==> config.mk <==
export PLATFORM = sky130hd
export DESIGN_NAME = fsstep_gen
export DESIGN_NICKNAME = d
export VERILOG_FILES = /design/src/rtl/fsstep_gen.sv
export SDC_FILE = /design/constraint.sdc
export NUM_CORES = 1
export LEC_CHECK = 0
export CELL_PAD_IN_SITES_DETAIL_PLACEMENT = 1
export CELL_PAD_IN_SITES_GLOBAL_PLACEMENT = 1
export CORE_MARGIN = 8
export CORE_UTILIZATION = 36
export CTS_CLUSTER_DIAMETER = 60
export DETAILED_ROUTE_END_ITERATION = 7
export PLACE_DENSITY = 0.8
export SETUP_SLACK_MARGIN = 0.15
export SLEW_MARGIN = 0
export SYNTH_ARGS = -nofsm -noshare
export SYNTH_HDL_FRONTEND = slang
export SYNTH_SLANG_ARGS = --single-unit
==> constraint.sdc <==
create_clock -name clk -period 3.2 [get_ports clk]
set_input_delay 0.48 -clock clk [delete_from_list [all_inputs] [get_ports clk]]
set_output_delay 0.48 -clock clk [all_outputs]
set_load 0.03 [all_outputs]
==> src/rtl/fsstep_gen.sv <==
`default_nettype none
// ============================================================================
//  Module   : fsstep_gen
//  Purpose  : Per-axis stepper pulse generator for one motor-router slot.
//             Accepts a move command over valid/ready, emits drive pulses at
//             the commanded half-period and tracks a signed step position.
//             A move stops on step count, abort or zero-position detect.
//             All stop decisions are taken only at the end of a low phase,
//             so a drive pulse is never truncated.
//  Ports    : clk, reset (sync, active-high)
//             cmd_valid/cmd_ready, cmd_dir, cmd_steps, cmd_half_period,
//             cmd_to_zero        - move command
//             abort              - level, stops at end of current pulse
//             cfg_xen/xrst/ms    - driver controls, registered to m_*
//             m_zpd              - async zero-position sensor
//             m_drive, m_dir     - step pulse and direction
//             busy, done, done_reason, position - status
//  Options  : FSSTEP_GEN_RAMP_EN - start at 4x half-period and accelerate
//             by C_RAMP_DELTA per step down to the commanded half-period.
//  Revision : 1.0 - initial release
// ============================================================================
module fsstep_gen #(
    parameter int C_MICROSTEP_WIDTH   = 3,
    parameter int C_STEP_NUMBER_WIDTH = 16,
    parameter int C_SPEED_DATA_WIDTH  = 16,
    parameter int C_POSITION_WIDTH    = 32,
    parameter int C_RAMP_DELTA        = 4
) (
    input  logic                               clk,
    input  logic                               reset,
    input  logic                               cmd_valid,
    output logic                               cmd_ready,
    input  logic                               cmd_dir,
    input  logic [C_STEP_NUMBER_WIDTH-1:0]     cmd_steps,
    input  logic [C_SPEED_DATA_WIDTH-1:0]      cmd_half_period,
    input  logic                               cmd_to_zero,
    input  logic                               abort,
    input  logic                               cfg_xen,
    input  logic                               cfg_xrst,
    input  logic [C_MICROSTEP_WIDTH-1:0]       cfg_ms,
    input  logic                               m_zpd,
    output logic                               m_xen,
    output logic                               m_xrst,
    output logic [C_MICROSTEP_WIDTH-1:0]       m_ms,
    output logic                               m_drive,
    output logic                               m_dir,
    output logic                               busy,
    output logic                               done,
    output logic [1:0]                         done_reason,
    output logic signed [C_POSITION_WIDTH-1:0] position
);

    localparam logic [C_SPEED_DATA_WIDTH-1:0]  c_HP_ONE   = C_SPEED_DATA_WIDTH'(1);
    localparam logic [C_STEP_NUMBER_WIDTH-1:0] c_STEP_ONE = C_STEP_NUMBER_WIDTH'(1);
    localparam logic [C_POSITION_WIDTH-1:0]    c_POS_ONE  = C_POSITION_WIDTH'(1);
    localparam logic [1:0] c_REASON_COUNT = 2'd0;
    localparam logic [1:0] c_REASON_ZPD   = 2'd1;
    localparam logic [1:0] c_REASON_ABORT = 2'd2;

    typedef enum logic [2:0] {
        S_IDLE   = 3'd0,
        S_SETUP  = 3'd1,
        S_HIGH   = 3'd2,
        S_LOW    = 3'd3,
        S_FINISH = 3'd4
    } state_t;

    state_t                           r_state, w_state_next;
    logic                             r_drive, r_dir, r_to_zero, r_done;
    logic [1:0]                       r_reason, w_reason;
    logic [C_STEP_NUMBER_WIDTH-1:0]   r_remaining;
    logic [C_SPEED_DATA_WIDTH-1:0]    r_hp, r_cur_hp, r_cnt;
    logic [C_POSITION_WIDTH-1:0]      r_position;
    logic                             r_xen, r_xrst;
    logic [C_MICROSTEP_WIDTH-1:0]     r_ms;
    logic                             r_zpd_meta, r_zpd_s;

    logic                             w_accept, w_start_pulse, w_home_zero, w_enter_finish;
    logic                             w_phase_end;
    logic [C_SPEED_DATA_WIDTH-1:0]    w_hp_clamped, w_hp_start, w_ramp_next, w_pulse_hp;

    assign w_hp_clamped = (cmd_half_period == '0) ? c_HP_ONE : cmd_half_period;
    assign w_phase_end  = (r_cnt == '0);

`ifdef FSSTEP_GEN_RAMP_EN
    localparam logic [C_SPEED_DATA_WIDTH-1:0] c_RAMP_DELTA = C_SPEED_DATA_WIDTH'(C_RAMP_DELTA);
    logic [C_SPEED_DATA_WIDTH+1:0] w_hp_x4;
    logic [C_SPEED_DATA_WIDTH-1:0] w_ramp_gap;
    assign w_hp_x4    = {2'b00, w_hp_clamped} << 2;
    // Saturate the starting half-period at the counter's full scale.
    assign w_hp_start = (w_hp_x4[C_SPEED_DATA_WIDTH+1:C_SPEED_DATA_WIDTH] != 2'b00)
                        ? {C_SPEED_DATA_WIDTH{1'b1}} : w_hp_x4[C_SPEED_DATA_WIDTH-1:0];
    // Gap-based compare avoids overflow of r_hp + delta near full scale.
    assign w_ramp_gap  = r_cur_hp - r_hp;
    assign w_ramp_next = (w_ramp_gap > c_RAMP_DELTA) ? (r_cur_hp - c_RAMP_DELTA) : r_hp;
`else
    assign w_hp_start  = w_hp_clamped;
    assign w_ramp_next = r_cur_hp;
`endif

    // Ramp step applies only between pulses, never to the first pulse.
    assign w_pulse_hp = (r_state == S_LOW) ? w_ramp_next : r_cur_hp;

    always_comb begin
        w_state_next  = r_state;
        w_accept      = 1'b0;
        w_start_pulse = 1'b0;
        w_home_zero   = 1'b0;
        w_reason      = r_reason;
        case (r_state)
            S_IDLE: begin
                if (cmd_valid) begin
                    w_accept = 1'b1;
                    if (cmd_to_zero && r_zpd_s) begin
                        w_state_next = S_FINISH;
                        w_reason     = c_REASON_ZPD;
                        w_home_zero  = 1'b1;
                    end else if (cmd_steps == '0) begin
                        w_state_next = S_FINISH;
                        w_reason     = c_REASON_COUNT;
                    end else begin
                        w_state_next = S_SETUP;
                    end
                end
            end
            S_SETUP: begin
                w_state_next  = S_HIGH;
                w_start_pulse = 1'b1;
            end
            S_HIGH: begin
                if (w_phase_end) begin
                    w_state_next = S_LOW;
                end
            end
            S_LOW: begin
                if (w_phase_end) begin
                    // Priority: zero-position detect, then abort, then count.
                    if (r_to_zero && r_zpd_s) begin
                        w_state_next = S_FINISH;
                        w_reason     = c_REASON_ZPD;
                        w_home_zero  = 1'b1;
                    end else if (abort) begin
                        w_state_next = S_FINISH;
                        w_reason     = c_REASON_ABORT;
                    end else if (r_remaining == '0) begin
                        w_state_next = S_FINISH;
                        w_reason     = c_REASON_COUNT;
                    end else begin
                        w_state_next  = S_HIGH;
                        w_start_pulse = 1'b1;
                    end
                end
            end
            S_FINISH: begin
                w_state_next = S_IDLE;
            end
            default: begin
                w_state_next = S_IDLE;
            end
        endcase
    end

    assign w_enter_finish = (w_state_next == S_FINISH) && (r_state != S_FINISH);

    always_ff @(posedge clk) begin
        if (reset) begin
            r_state     <= S_IDLE;
            r_drive     <= 1'b0;
            r_dir       <= 1'b0;
            r_to_zero   <= 1'b0;
            r_done      <= 1'b0;
            r_reason    <= c_REASON_COUNT;
            r_remaining <= '0;
            r_hp        <= c_HP_ONE;
            r_cur_hp    <= c_HP_ONE;
            r_cnt       <= '0;
            r_position  <= '0;
            r_xen       <= 1'b1;
            r_xrst      <= 1'b0;
            r_ms        <= '0;
            r_zpd_meta  <= 1'b0;
            r_zpd_s     <= 1'b0;
        end else begin
            r_state    <= w_state_next;
            r_drive    <= (w_state_next == S_HIGH);
            r_done     <= (w_state_next == S_FINISH);
            r_xen      <= cfg_xen;
            r_xrst     <= cfg_xrst;
            r_ms       <= cfg_ms;
            r_zpd_meta <= m_zpd;
            r_zpd_s    <= r_zpd_meta;

            if (w_accept) begin
                r_to_zero   <= cmd_to_zero;
                r_remaining <= cmd_steps;
                r_hp        <= w_hp_clamped;
                r_cur_hp    <= w_hp_start;
                // Direction changes on the accept edge so it is stable for the
                // whole SETUP cycle before the first rising drive.
                if (w_state_next == S_SETUP) begin
                    r_dir <= cmd_dir;
                end
            end

            if (w_enter_finish) begin
                r_reason <= w_reason;
            end

            if (w_home_zero) begin
                r_position <= '0;
            end else if (w_start_pulse) begin
                r_position <= r_dir ? (r_position + c_POS_ONE) : (r_position - c_POS_ONE);
            end

            if (w_start_pulse) begin
                r_remaining <= r_remaining - c_STEP_ONE;
                r_cur_hp    <= w_pulse_hp;
                r_cnt       <= w_pulse_hp - c_HP_ONE;
            end else if ((r_state == S_HIGH) && w_phase_end) begin
                r_cnt <= r_cur_hp - c_HP_ONE;
            end else if ((r_state == S_HIGH) || (r_state == S_LOW)) begin
                r_cnt <= r_cnt - c_HP_ONE;
            end
        end
    end

    assign cmd_ready   = (r_state == S_IDLE);
    assign busy        = (r_state != S_IDLE);
    assign done        = r_done;
    assign done_reason = r_reason;
    assign position    = r_position;
    assign m_drive     = r_drive;
    assign m_dir       = r_dir;
    assign m_xen       = r_xen;
    assign m_xrst      = r_xrst;
    assign m_ms        = r_ms;

endmodule
`default_nettype wire

==> summary by stage, run 1 <==
Cells and area
The number of diodes is 0. The final net count is between 900 and 1k. Compared with the post-synthesis result, the final layout area differs by 32.9%.

The final core utilization is between 40% and 50%. The final cell count without fillers is around 1.1k. The layout cell share with drive strength beyond 1 is 11.1%.

Critical path
The worst flop-to-flop path endpoint is r_remaining[5]. The largest fanout of any net on the critical path is 6. The endpoint kind of the worst setup timing path is a register. For flop-to-flop paths, the worst setup slack is about 0.19 ns. For the worst setup path, the data required time is 3.42 ns.

The number of cells traversed by the worst register-to-register path is 11. The arrival time at the worst endpoint is 3.23 ns. The worst reg2reg path startpoint is r_remaining[8].

The class of the most critical setup path is register to register. The worst setup path is launched from a register.

Synthesis
By count the netlist is led by 121 x sky130_fd_sc_hd__nand2_1, 96 x sky130_fd_sc_hd__dfxtp_1, 85 x sky130_fd_sc_hd__a21oi_1. Yosys printed 0 warnings. The average footprint of a synthesized cell is 7.69 um2. The sequential area share after synthesis is between 30% and 40%.

By instance count, the leading cell after synthesis is sky130_fd_sc_hd__nand2_1. Of the post-synthesis cell area, the dominant cell type holds roughly 34%. The instance count of the mapped netlist is about 740.

In this run the cell area of the synthesized design comes to 5670 um2. In the synthesized netlist the async set-or-reset flop fraction comes to 0%. In this run, synthesis produced a sequential element count of 96. The dominant register cell in the synthesized netlist is sky130_fd_sc_hd__dfxtp_1. In the post-synthesis netlist, the biggest area contributors are sky130_fd_sc_hd__dfxtp_1 34%, sky130_fd_sc_hd__nand2_1 8.0%, sky130_fd_sc_hd__a21oi_1 7.5%, sky130_fd_sc_hd__ha_1 7.3%, sky130_fd_sc_hd__nor2_1 4.8%. The synthesized design contains 0 enable-type register cells.

The count of cell types in the netlist is 56. The synthesized netlist net count is 816. The largest area contributor in the synthesized netlist is sky130_fd_sc_hd__dfxtp_1.

STA
Setup repair after global routing could not meet its margin everywhere. The final hold violation count is 0. Setup violations remaining at the end of the flow were counted as 0. The clock skew is between 0.01 and 0.015 ns. The share of the cycle needed by the critical path after routing is between 90% and 100%. Timing would allow up to around 0.33 GHz. The slew at the pin closest to its max-slew limit is about 0.7 ns. The worst pin sits at a relative slew slack of a little over half.

Once routing completed, OpenROAD measured the worst setup slack at just under 0.2 ns. The minimum period implied by the final worst setup slack is 3.01 ns. The number of pins with negative max-slew slack in the final report is 0.

Run
The number of max-capacitance violations reported is 0.

Global routing
The total overflow reported by the global router is 0. Across every metal layer, demand over resource in global routing totals 18.4%. The initial antenna violation count was 0. Entering global routing, the biggest net connects 65 pins.

The via count of the first global-routing pass is ~6k. The wire length of the first global-routing pass is 30300 um.

Clock network
The number of clock sinks is 96. After clock tree synthesis, the clock-pin slew on the worst setup and hold paths is around 0.08 ns. Hold repair after CTS inserted 0 buffers. The maximum root-to-sink buffer count is 2.

Clock tree synthesis inserted a total of 9 buffers. The clock tree synthesis step divided the H-tree into 3 levels. The clock network latency to the later pin of the worst-skew pair is 0.36 ns.

The root buffer cell chosen for the clock tree is sky130_fd_sc_hd__clkbuf_16. TritonCTS built the clock tree.

Routing
The detailed-route wire length per cell is 17.6 um. The wire length reported by the detailed router is 18600 um. The routed layout has 5767 vias. The number of iterations in the first detailed-routing pass is 4. The mean number of vias per cell is 5.46. The number of DRC violations after detailed routing is 0.

The number of DRC violations after detailed-routing iteration 0 is 265. The antenna violation net count after detailed routing is 0.

Placement
The number of cells in the design after placement is ~1.0k. The last weighted congestion value of the routability-driven placer is ~0.87. The detailed-placement wirelength estimate is between 10000 and 15000 um. The pre-CTS setup slack is -0.0135 ns. The number of buffers added on ports is 87.

Floorplan
The die covers roughly 20000 um2. The number of placed I/O pins is between 80 and 90. The core area is ~16000 um2.

For this configuration, the core starts out at a cell density of between 30% and 40%. The die is around 140 um wide. The die height is 142 um.

The site row count is 46.

Min path
The class of the tightest hold or removal check is register to register. The terminating pin of the worst hold path is r_zpd_s. The count of cells along the worst hold path is 1.

The worst hold path begins at r_zpd_meta.

Power
The worst voltage drop across the vdd grid is 0.000383 V. The leakage power total is about 2.9 nW. In this run the power density over the cells is around 850 nW/um2. The final total power is around 6.4 mW.

Status
The run finished with clean final reports.
sequential cells by signal, summed over array words and instances (netlist names), 2 cells and up:
name         count
position        32
r_cnt           16
r_cur_hp        16
r_remaining     16
m_ms             3
r_state          3
done_reason      2
kinds of logic after synthesis:
logic type               count (synthesis)  share of synthesized area (%)
AO/OA/AOI/OAI                          187                           20.5
flip-flops                              96                           33.9
adder cells (fa/ha/maj)                 34                           7.63
XOR/XNOR                                46                           7.10
buffers and inverters                   49                           3.29
AND/OR/NAND/NOR                        321                           26.7
multiplexers                             5                          0.882
worst max path at each step:
stage                   startpoint        endpoint  slack (ns)  cells past startpoint
floorplan                    m_dir    position[31]        0.09                     11
detailed placement        r_cnt[7]    position[27]       -0.01                      9
CTS                       r_cnt[7]  r_remaining[9]        0.11                      9
global placement    r_remaining[8]  r_remaining[7]        0.13                      9
global route              r_cnt[8]  r_remaining[9]        0.07                      9
finish              r_remaining[8]  r_remaining[5]        0.19                     11
critical path, cell delays in order, from the launching register on:
cell	delay, ns
sky130_fd_sc_hd__dfxtp_2	0.35
sky130_fd_sc_hd__or4_4	0.53
sky130_fd_sc_hd__or4_4	0.43
sky130_fd_sc_hd__o41a_1	0.40
sky130_fd_sc_hd__a41oi_4	0.35
sky130_fd_sc_hd__or2_1	0.18
sky130_fd_sc_hd__nor3b_2	0.07
sky130_fd_sc_hd__buf_4	0.14
sky130_fd_sc_hd__buf_6	0.11
sky130_fd_sc_hd__mux2i_2	0.14
sky130_fd_sc_hd__a21oi_1	0.12
sky130_fd_sc_hd__nor2_1	0.05
area by class of cell:
class                   instances  area (um2)
inverters                      15        60.1
fillers                      1910        8120
clock buffers                  10         239
flip-flops and latches         96        1940
clock inverters                 6        73.8
multi-input cells             593        3800
well taps                     216         270
repair buffers                121        1160
power breakdown:
| group | internal (mW) | switching (mW) |
|---|---|---|
| Sequential | 1.43 | 0.244 |
| Combinational | 1.56 | 2.01 |
| Clock | 0.640 | 0.526 |
| Total | 3.62 | 2.78 |
through the flow:
stage               area, um2  setup TNS, ns  hold WS [ns]
finish                   7540              0         0.452
global route             7540              0         0.479
CTS                      7440              0         0.454
detailed placement       7050        -0.0135         0.437
global placement         7050              0         0.421
floorplan                5850              0         0.414
metal layers:
layer | track usage [%] | up-vias | wire, um
li1 | - | 2850 | -
met1 | 22.5 | 2775 | 8440
met2 | 31.4 | 124 | 8880
met3 | 4.10 | 18 | 1060
met4 | 6.16 | 0 | 252
met5 | 0 | - | 0
cells in the final DEF (no fill, tap or decap), types with 9 or more instances in the layout:
cell	instances
sky130_fd_sc_hd__nor2_1	72
sky130_fd_sc_hd__o211ai_1	11
sky130_fd_sc_hd__clkdlybuf4s50_1	86
sky130_fd_sc_hd__xor2_1	21
sky130_fd_sc_hd__nand3_1	24
sky130_fd_sc_hd__nand2_1	120
sky130_fd_sc_hd__inv_1	14
sky130_fd_sc_hd__buf_4	29
sky130_fd_sc_hd__nor2b_1	12
sky130_fd_sc_hd__a31oi_1	11
sky130_fd_sc_hd__dfxtp_1	91
sky130_fd_sc_hd__o21ai_0	15
sky130_fd_sc_hd__a21oi_1	82
sky130_fd_sc_hd__ha_1	22
sky130_fd_sc_hd__a21o_1	16
sky130_fd_sc_hd__nor3_1	23
sky130_fd_sc_hd__ha_4	10
sky130_fd_sc_hd__nor4_1	15
sky130_fd_sc_hd__clkbuf_16	9
sky130_fd_sc_hd__xnor2_1	25
sky130_fd_sc_hd__a211oi_1	16
timing repair:
action                                  CTS  global route
pin swaps                                 8            10
endpoints found under the setup margin   29            49
setup buffers                             7             6
gates resized for setup                   6            15
Power figures use the tool's default switching activity.
==> inputs of run 2 (changes only) <==
==> config.mk (replaced) <==
export PLATFORM = sky130hd
export DESIGN_NAME = fsstep_gen
export DESIGN_NICKNAME = d
export VERILOG_FILES = /design/src/rtl/fsstep_gen.sv
export SDC_FILE = /design/constraint.sdc
export NUM_CORES = 1
export LEC_CHECK = 0
export CORE_MARGIN = 8
export CORE_UTILIZATION = 49
export CTS_CLUSTER_DIAMETER = 60
export DETAILED_ROUTE_END_ITERATION = 7
export PLACE_DENSITY = 0.8
export SETUP_SLACK_MARGIN = 0.15
export SLEW_MARGIN = 0
export SYNTH_ARGS = -nofsm -noshare
export SYNTH_HDL_FRONTEND = slang
export SYNTH_SLANG_ARGS = --single-unit
export TNS_END_PERCENT = 5
==> run 2 against run 1 <==
Sequential power hardly changed. Worst setup slack worse by 0.064 ns. Sequential cell count stayed put. Maximum frequency is 2.1% lower. Power is 5.7% lower. Clock power is 9% lower. Global-route usage is 1.4 points higher. Non-clock buffer count is 18 lower. Cell count is 8.6% lower. Critical path type unchanged.
==> summary by stage, run 2 (synthesis gave the netlist of run 1 again) <==
Cells and area
The repair_antennas step left the layout with diodes totalling 0. With fillers left out, the area of the finished cells amounts to 7250 um2. The most common cell after layout, fill and taps aside is sky130_fd_sc_hd__nand2_1.

The register with the most flip-flops in the layout has 32 of them. The synthesis-to-finish area growth is 27.8%. The layout cell share with drive strength beyond 1 is 8.14%. The final net count is around 900. Leaving out fill and tap cells, the most frequent cells in the layout are 121 x sky130_fd_sc_hd__nand2_1, 94 x sky130_fd_sc_hd__dfxtp_1, 86 x sky130_fd_sc_hd__clkdlybuf4s50_1.

STA
The worst pin sits at a relative slew slack of a little under two fifths. The number of pins with negative max-slew slack in the final report is 0. The hold slack is ~0.46 ns. At the pin with the least slew margin, the transition time is slightly above 0.9 ns.

The slack of the critical path is 0.129 ns. Setup total negative slack on the finished layout was measured at 0 ns. Derived from the worst setup path, the maximum achievable clock frequency is between 0.3 and 0.4 GHz. Setup repair after global routing could not meet its margin everywhere.

Setup violations remaining at the end of the flow were counted as 0. The clock skew is between 0.007 and 0.008 ns. The share of the cycle needed by the critical path after routing is between 90 and 100%.

The final hold violation count is 0. The minimum period implied by the final worst setup slack is about 3 ns.

Routing
In this run the remaining antenna-violating nets after routing total 0. The number of DRC violations after detailed routing is 0. Summed over all layers, the routed wires come to 15200 um. Dividing the detail-routed wire length by the instance count gives around 16 um.

The number of DRC violations after detailed-routing iteration 0 is around 500. Before antenna repair, the detailed router went through 5 iterations. The routed layout has approximately 5.6k vias. After detailed routing, the number of vias per cell comes to 5.84.

Clock network
The number of clock buffers inserted by TritonCTS is 9. After clock tree synthesis, the clock-pin slew on the worst setup and hold paths is around 0.070 ns. The clock tree from TritonCTS is built. No sink is reached through more buffers than the 2 on the longest clock path.

The H-tree depth is 3. The clock network latency to the later pin of the worst-skew pair is 0.36 ns. The post-CTS setup buffer count is 0. The number of clock sinks is 96. The root buffer cell chosen for the clock tree is sky130_fd_sc_hd__clkbuf_16.

Critical path
The worst setup path is captured at a register. The setup check on the worst reg-to-reg path leaves a slack of 0.13 ns. Data on the critical path is required at its endpoint by between 3 and 4 ns.

The critical path starts at r_cnt[7]. STA classifies the critical path startpoint as a register. The critical path is of the register to register type. STA puts the critical path data arrival time at 3.34 ns.

The worst register-to-register path ends at r_remaining[9]. The capture point of the critical path is r_remaining[9]. The worst register-to-register path begins at r_cnt[7]. The number of cells traversed by the worst register-to-register path is 9. Of all nets on the critical path, the largest fanout is 5.

Run
Max-cap violations in this run came to 0.

Placement
Routability-driven placement finished with a final weighted congestion of 0.949. After legalization and detailed placement, the total HPWL measured about 11000 um. Before CTS, the worst setup slack after placement is 0.0617 ns. Summing all placed instances gives a cell area of about 7000 um2. The number of buffers added on ports is just under 90.

Status
The flow ran to the end, and the final reports show no timing, DRC or antenna violations.

Floorplan
The full die area is approximately 15000 um2. The site row count is 39. The core area is roughly 11000 um2. Once the floorplan was initialized, standard cells occupied roughly 50% of the core.

The number of placed I/O pins is 88. The width of the die is ~120 um. The die height is 124 um.

Global routing
The total overflow reported by the global router is 0. The all-layer global routing usage is about a fifth. Entering global routing, the biggest net connects between 50 and 60 pins. The initial antenna violation count is 0. The via count of the first global-routing pass came to about 5.5k. The first global-routing pass estimated between 20000 and 25000 um of wire.

Power
The leakage power total is between 2 and 3 nW. The final total power is slightly above 6 mW. The worst voltage drop across the vdd grid is roughly 0.00047 V. The total power divided by cell area is approximately 830 nW/um2.

Min path
The class of the tightest hold or removal check is register to register.
run 2: cell types whose count changed in the layout (fill, tap and decap cells not counted), moves of 2 or more:
cell                      change
sky130_fd_sc_hd__o21ai_1      -2
sky130_fd_sc_hd__buf_6        -2
sky130_fd_sc_hd__inv_8        +2
sky130_fd_sc_hd__dfxtp_4      -2
sky130_fd_sc_hd__buf_4       -17
sky130_fd_sc_hd__dfxtp_1      +3
sky130_fd_sc_hd__o21ai_0      +2
run 2: timing repair:
item | CTS | global route
resized for setup | 1 | 10
pin swaps | 1 | 6
endpoints found under the setup margin | 16 | 39
hold buffers | 0 | 0
cloned | 0 | 0
run 2: cell type report:
| type | instances | area [um2] |
|---|---|---|
| Inverter | 15 | 60.1 |
| Multi-Input combinational cell | 593 | 3770 |
| Sequential cell | 96 | 1930 |
| Timing Repair Buffer | 103 | 1030 |
| Clock buffer | 10 | 229 |
| Tap cell | 143 | 179 |
| Fill cell | 970 | 4120 |
| Clock inverter | 6 | 57.6 |
run 2: where the power goes:
part / internal [mW] / switching, mW
clock: 0.549 / 0.524
sequential: 1.42 / 0.233
combinational: 1.47 / 1.84
total: 3.44 / 2.60
run 2: metal layers:
layer / wire, um / GRT usage (%) / up-vias
met5: 0 / 0 / -
met4: 194 / 8.13 / 0
met3: 1080 / 5.17 / 14
met2: 7180 / 33.2 / 188
met1: 6730 / 23.7 / 2637
li1: - / - / 2806
run 2: critical path: stages (launching register included):
cell and delay, ns:
sky130_fd_sc_hd__dfxtp_2 0.35, sky130_fd_sc_hd__or4_4 0.56, sky130_fd_sc_hd__or3_4 0.38, sky130_fd_sc_hd__nor4_4 0.32, sky130_fd_sc_hd__a41oi_4 0.15, sky130_fd_sc_hd__or2_1 0.26, sky130_fd_sc_hd__nor3b_2 0.23, sky130_fd_sc_hd__nand2_1 0.13
sky130_fd_sc_hd__or4_1 0.42, sky130_fd_sc_hd__a31oi_1 0.17
run 2: through the flow:
stage,cells,utilization [%]
after floorplan,738,-
after global placement,950,60.9
after detailed placement,950,60.9
after CTS,966,63.4
after global routing,966,63.8
final,966,63.8
run 2: worst min-delay path by stage:
stage / startpoint / cells past startpoint / endpoint
2_1_floorplan: r_zpd_meta / 1 / r_zpd_s
3_3_place_gp: r_zpd_meta / 1 / r_zpd_s
3_5_place_dp: r_zpd_meta / 1 / r_zpd_s
4_1_cts: r_zpd_meta / 1 / r_zpd_s
5_1_grt: r_zpd_meta / 1 / r_zpd_s
6_report: r_zpd_meta / 1 / r_zpd_s
==> inputs of run 3 (changes only) <==
--- a/config.mk
+++ b/config.mk
@@ -5,7 +5,7 @@
 export SDC_FILE = /design/constraint.sdc
 export NUM_CORES = 1
 export LEC_CHECK = 0
-export CORE_MARGIN = 8
+export CORE_MARGIN = 5
 export CORE_UTILIZATION = 49
 export CTS_CLUSTER_DIAMETER = 60
 export DETAILED_ROUTE_END_ITERATION = 7
==> run 3 against run 2 <==
Critical path depth unchanged. Die area shrank 9.5%. Sequential cell count did not move. Combinational power hardly changed. Global-route usage rose by 1.1 points. Critical endpoint unchanged. Largest cell class unchanged.
==> summary by stage, run 3 (synthesis gave the netlist of run 1 again) <==
Placement
Once placement finished, the instance area stood at approximately 7000 um2. Detailed placement ended at an HPWL of approximately 11000 um. During placement, the flow inserted port buffers numbering 87. The number of cells in the design after placement is 949. Routability-driven placement finished with a final weighted congestion of approximately 0.82.

STA
The clock skew is about 0.0078 ns. The share of the cycle needed by the critical path after routing is between 90% and 100%. For the final routed database, the setup TNS stands at 0 ns. Headroom to the max-slew limit came out at between 20% and 30%. Setup repair after global routing could not meet its margin everywhere. Static timing analysis puts the maximum clock frequency at roughly 0.33 GHz. The final hold violation count came to 0.

The minimum period implied by the final worst setup slack is between 3 and 4 ns. The number of pins with negative max-slew slack in the final report came to 0. The slew at the pin closest to its max-slew limit is approximately 1.2 ns. Setup violations remaining at the end of the flow were counted as 0.

Global routing
The all-layer global routing usage is approximately a fifth. The via count of the first global-routing pass is 5588. The total overflow left after global routing is 0. The first global-routing pass estimated 25000 um of wire. The initial antenna violation count is 0.

The pin count of the biggest net entering global routing is 65.

Critical path
On the worst path, the slowest cell contributes a delay of 0.54 ns. The buffer and inverter count on the worst path is 0. The endpoint kind of the worst setup timing path is a register. The cell class contributing the biggest share of worst-path delay is simple AND/OR/NAND/NOR gates. The worst reg2reg path startpoint is r_cnt[7]. The most critical setup path has its startpoint at r_cnt[7].

The largest fanout of any net on the critical path is 6. The worst setup path is of the register to register kind. STA classifies the critical path startpoint as a register. The arrival time at the worst endpoint is around 3.3 ns. Among all stages on the critical path, the largest delay is contributed by sky130_fd_sc_hd__or4_4.

The signal on the critical path passes through or4_4 -> or3_4 -> nor4_4 -> a41oi_4 -> or2_4 -> nor3b_4 -> nand2_2 -> or4_1 -> a31oi_1. For the worst setup path, the data required time is 3.47 ns.

Floorplan
The initial cell density of the core is roughly 50%. The width of the die is 118 um. The site row count is 39. 88 I/O pins were placed.

The full die area is roughly 14000 um2. The floorplan step defined a core boundary enclosing approximately 11000 um2. The die height is around 120 um.

Clock network
TritonCTS built the clock tree. The cts-stage hold buffer count is 0. The maximum root-to-sink buffer count is 2.

Clock latency on the worst-skew pair, taken at its later pin, is approximately 0.35 ns. Clock-pin slew was measured on the worst setup and hold paths at roughly 0.070 ns. The tree built by TritonCTS fans out to 96 sinks. Counting the buffers created by CTS gives 9. In this run the number of H-tree levels came out at 3. The clock tree root buffer cell is sky130_fd_sc_hd__clkbuf_16.

Routing
The number of DRC violations after detailed routing is 0. The detail route stage leaves a number of antenna-violating nets equal to 0. In the final routed layout, each cell accounts on average for around 15 um. The number of iterations in the first detailed-routing pass is 5. Using the TritonRoute via totals, the vias-per-cell ratio works out to around 5.9. The first routing iteration left 439 violations. The wire length reported by the detailed router is around 15000 um. Detailed routing inserted a total of approximately 5.7k vias.

Power
The total power divided by cell area is 828 nW/um2. The worst voltage drop across the vdd grid is 0.000552 V. The final total power is around 6 mW. For this design the static power due to leakage is 2.84 nW.

Cells and area
The multi-input combinational cells in the finished layout cover a total of roughly 3800 um2. The finished layout holds slightly below 1k standard cells, fillers aside. In the final design database the tool counted roughly 900 nets. The final core utilization is 63.8%. The final instance area is ~7300 um2. The number of diodes is 0. Of the cells placed in the final design, the portion with a size suffix greater than 1 is under 10%. The layout has about 960 filler cells. Across the whole layout, storage elements account for about 1900 um2. The synthesis-to-finish area growth is 28.0%. The register with the most flip-flops in the layout has 32 of them. The most common cell after layout, fill and taps aside is sky130_fd_sc_hd__nand2_1. In the layout the commonest cells are 120 x sky130_fd_sc_hd__nand2_1, 94 x sky130_fd_sc_hd__dfxtp_1, 86 x sky130_fd_sc_hd__clkdlybuf4s50_1.

Run
Max-cap violations in this run came to 0.

Min path
The worst hold path belongs to the class register to register. In this run the most critical hold path is launched from r_zpd_meta.

Status
The run finished with clean final reports.
==> run 3: area by class of cell <==
type | count | share of cell area (%)
tap | 143 | 2.47
clock buffer | 9 | 3.10
timing repair buffer | 106 | 14.3
clock inverter | 6 | 0.724
sequential | 96 | 26.5
inverter | 15 | 0.827
multi-input combinational | 593 | 52.0
==> run 3: per-layer routing <==
metal  vias to the layer above  GRT usage (%)  wire, um
li1                       2807              -         -
met1                      2687           26.2      6640
met2                       191           34.3      6990
met3                        39           4.47       879
met4                         0           9.68       372
met5                         -              0         0
==> run 3: path summary, 6_finish.rpt <==
| path | cells after the start | to | slack, ns |
|---|---|---|---|
| setup reg to reg | 9 | r_remaining[9] | 0.14 |
| hold / removal | 1 | r_zpd_s | 0.45 |
| setup / recovery | 9 | r_remaining[9] | 0.14 |
| hold reg to reg | 1 | r_zpd_s | 0.45 |
==> run 3: per-stage QoR <==
| step | setup slack [ns] | hold WS, ns |
|---|---|---|
| 4_1_cts | 0.0839 | 0.444 |
| 5_1_grt | 0.00554 | 0.457 |
| 3_5_place_dp | 0.0195 | 0.427 |
| 6_report | 0.136 | 0.446 |
| 2_1_floorplan | 0.0897 | 0.414 |
| 3_3_place_gp | 0.131 | 0.421 |
==> run 3: power by group <==
part / internal (mW) / total [mW] / switching (mW)
sequential: 1.42 / 1.66 / 0.235
clock: 0.536 / 1.04 / 0.501
combinational: 1.48 / 3.32 / 1.84
==> run 3: repair_timing <==
action / CTS / global route
endpoints found under the setup margin: 13 / 42
setup buffers: 0 / 4
gates resized for setup: 1 / 8
cloned: 0 / 0
hold endpoints to repair: 0 / 0
pin swaps: 1 / 4
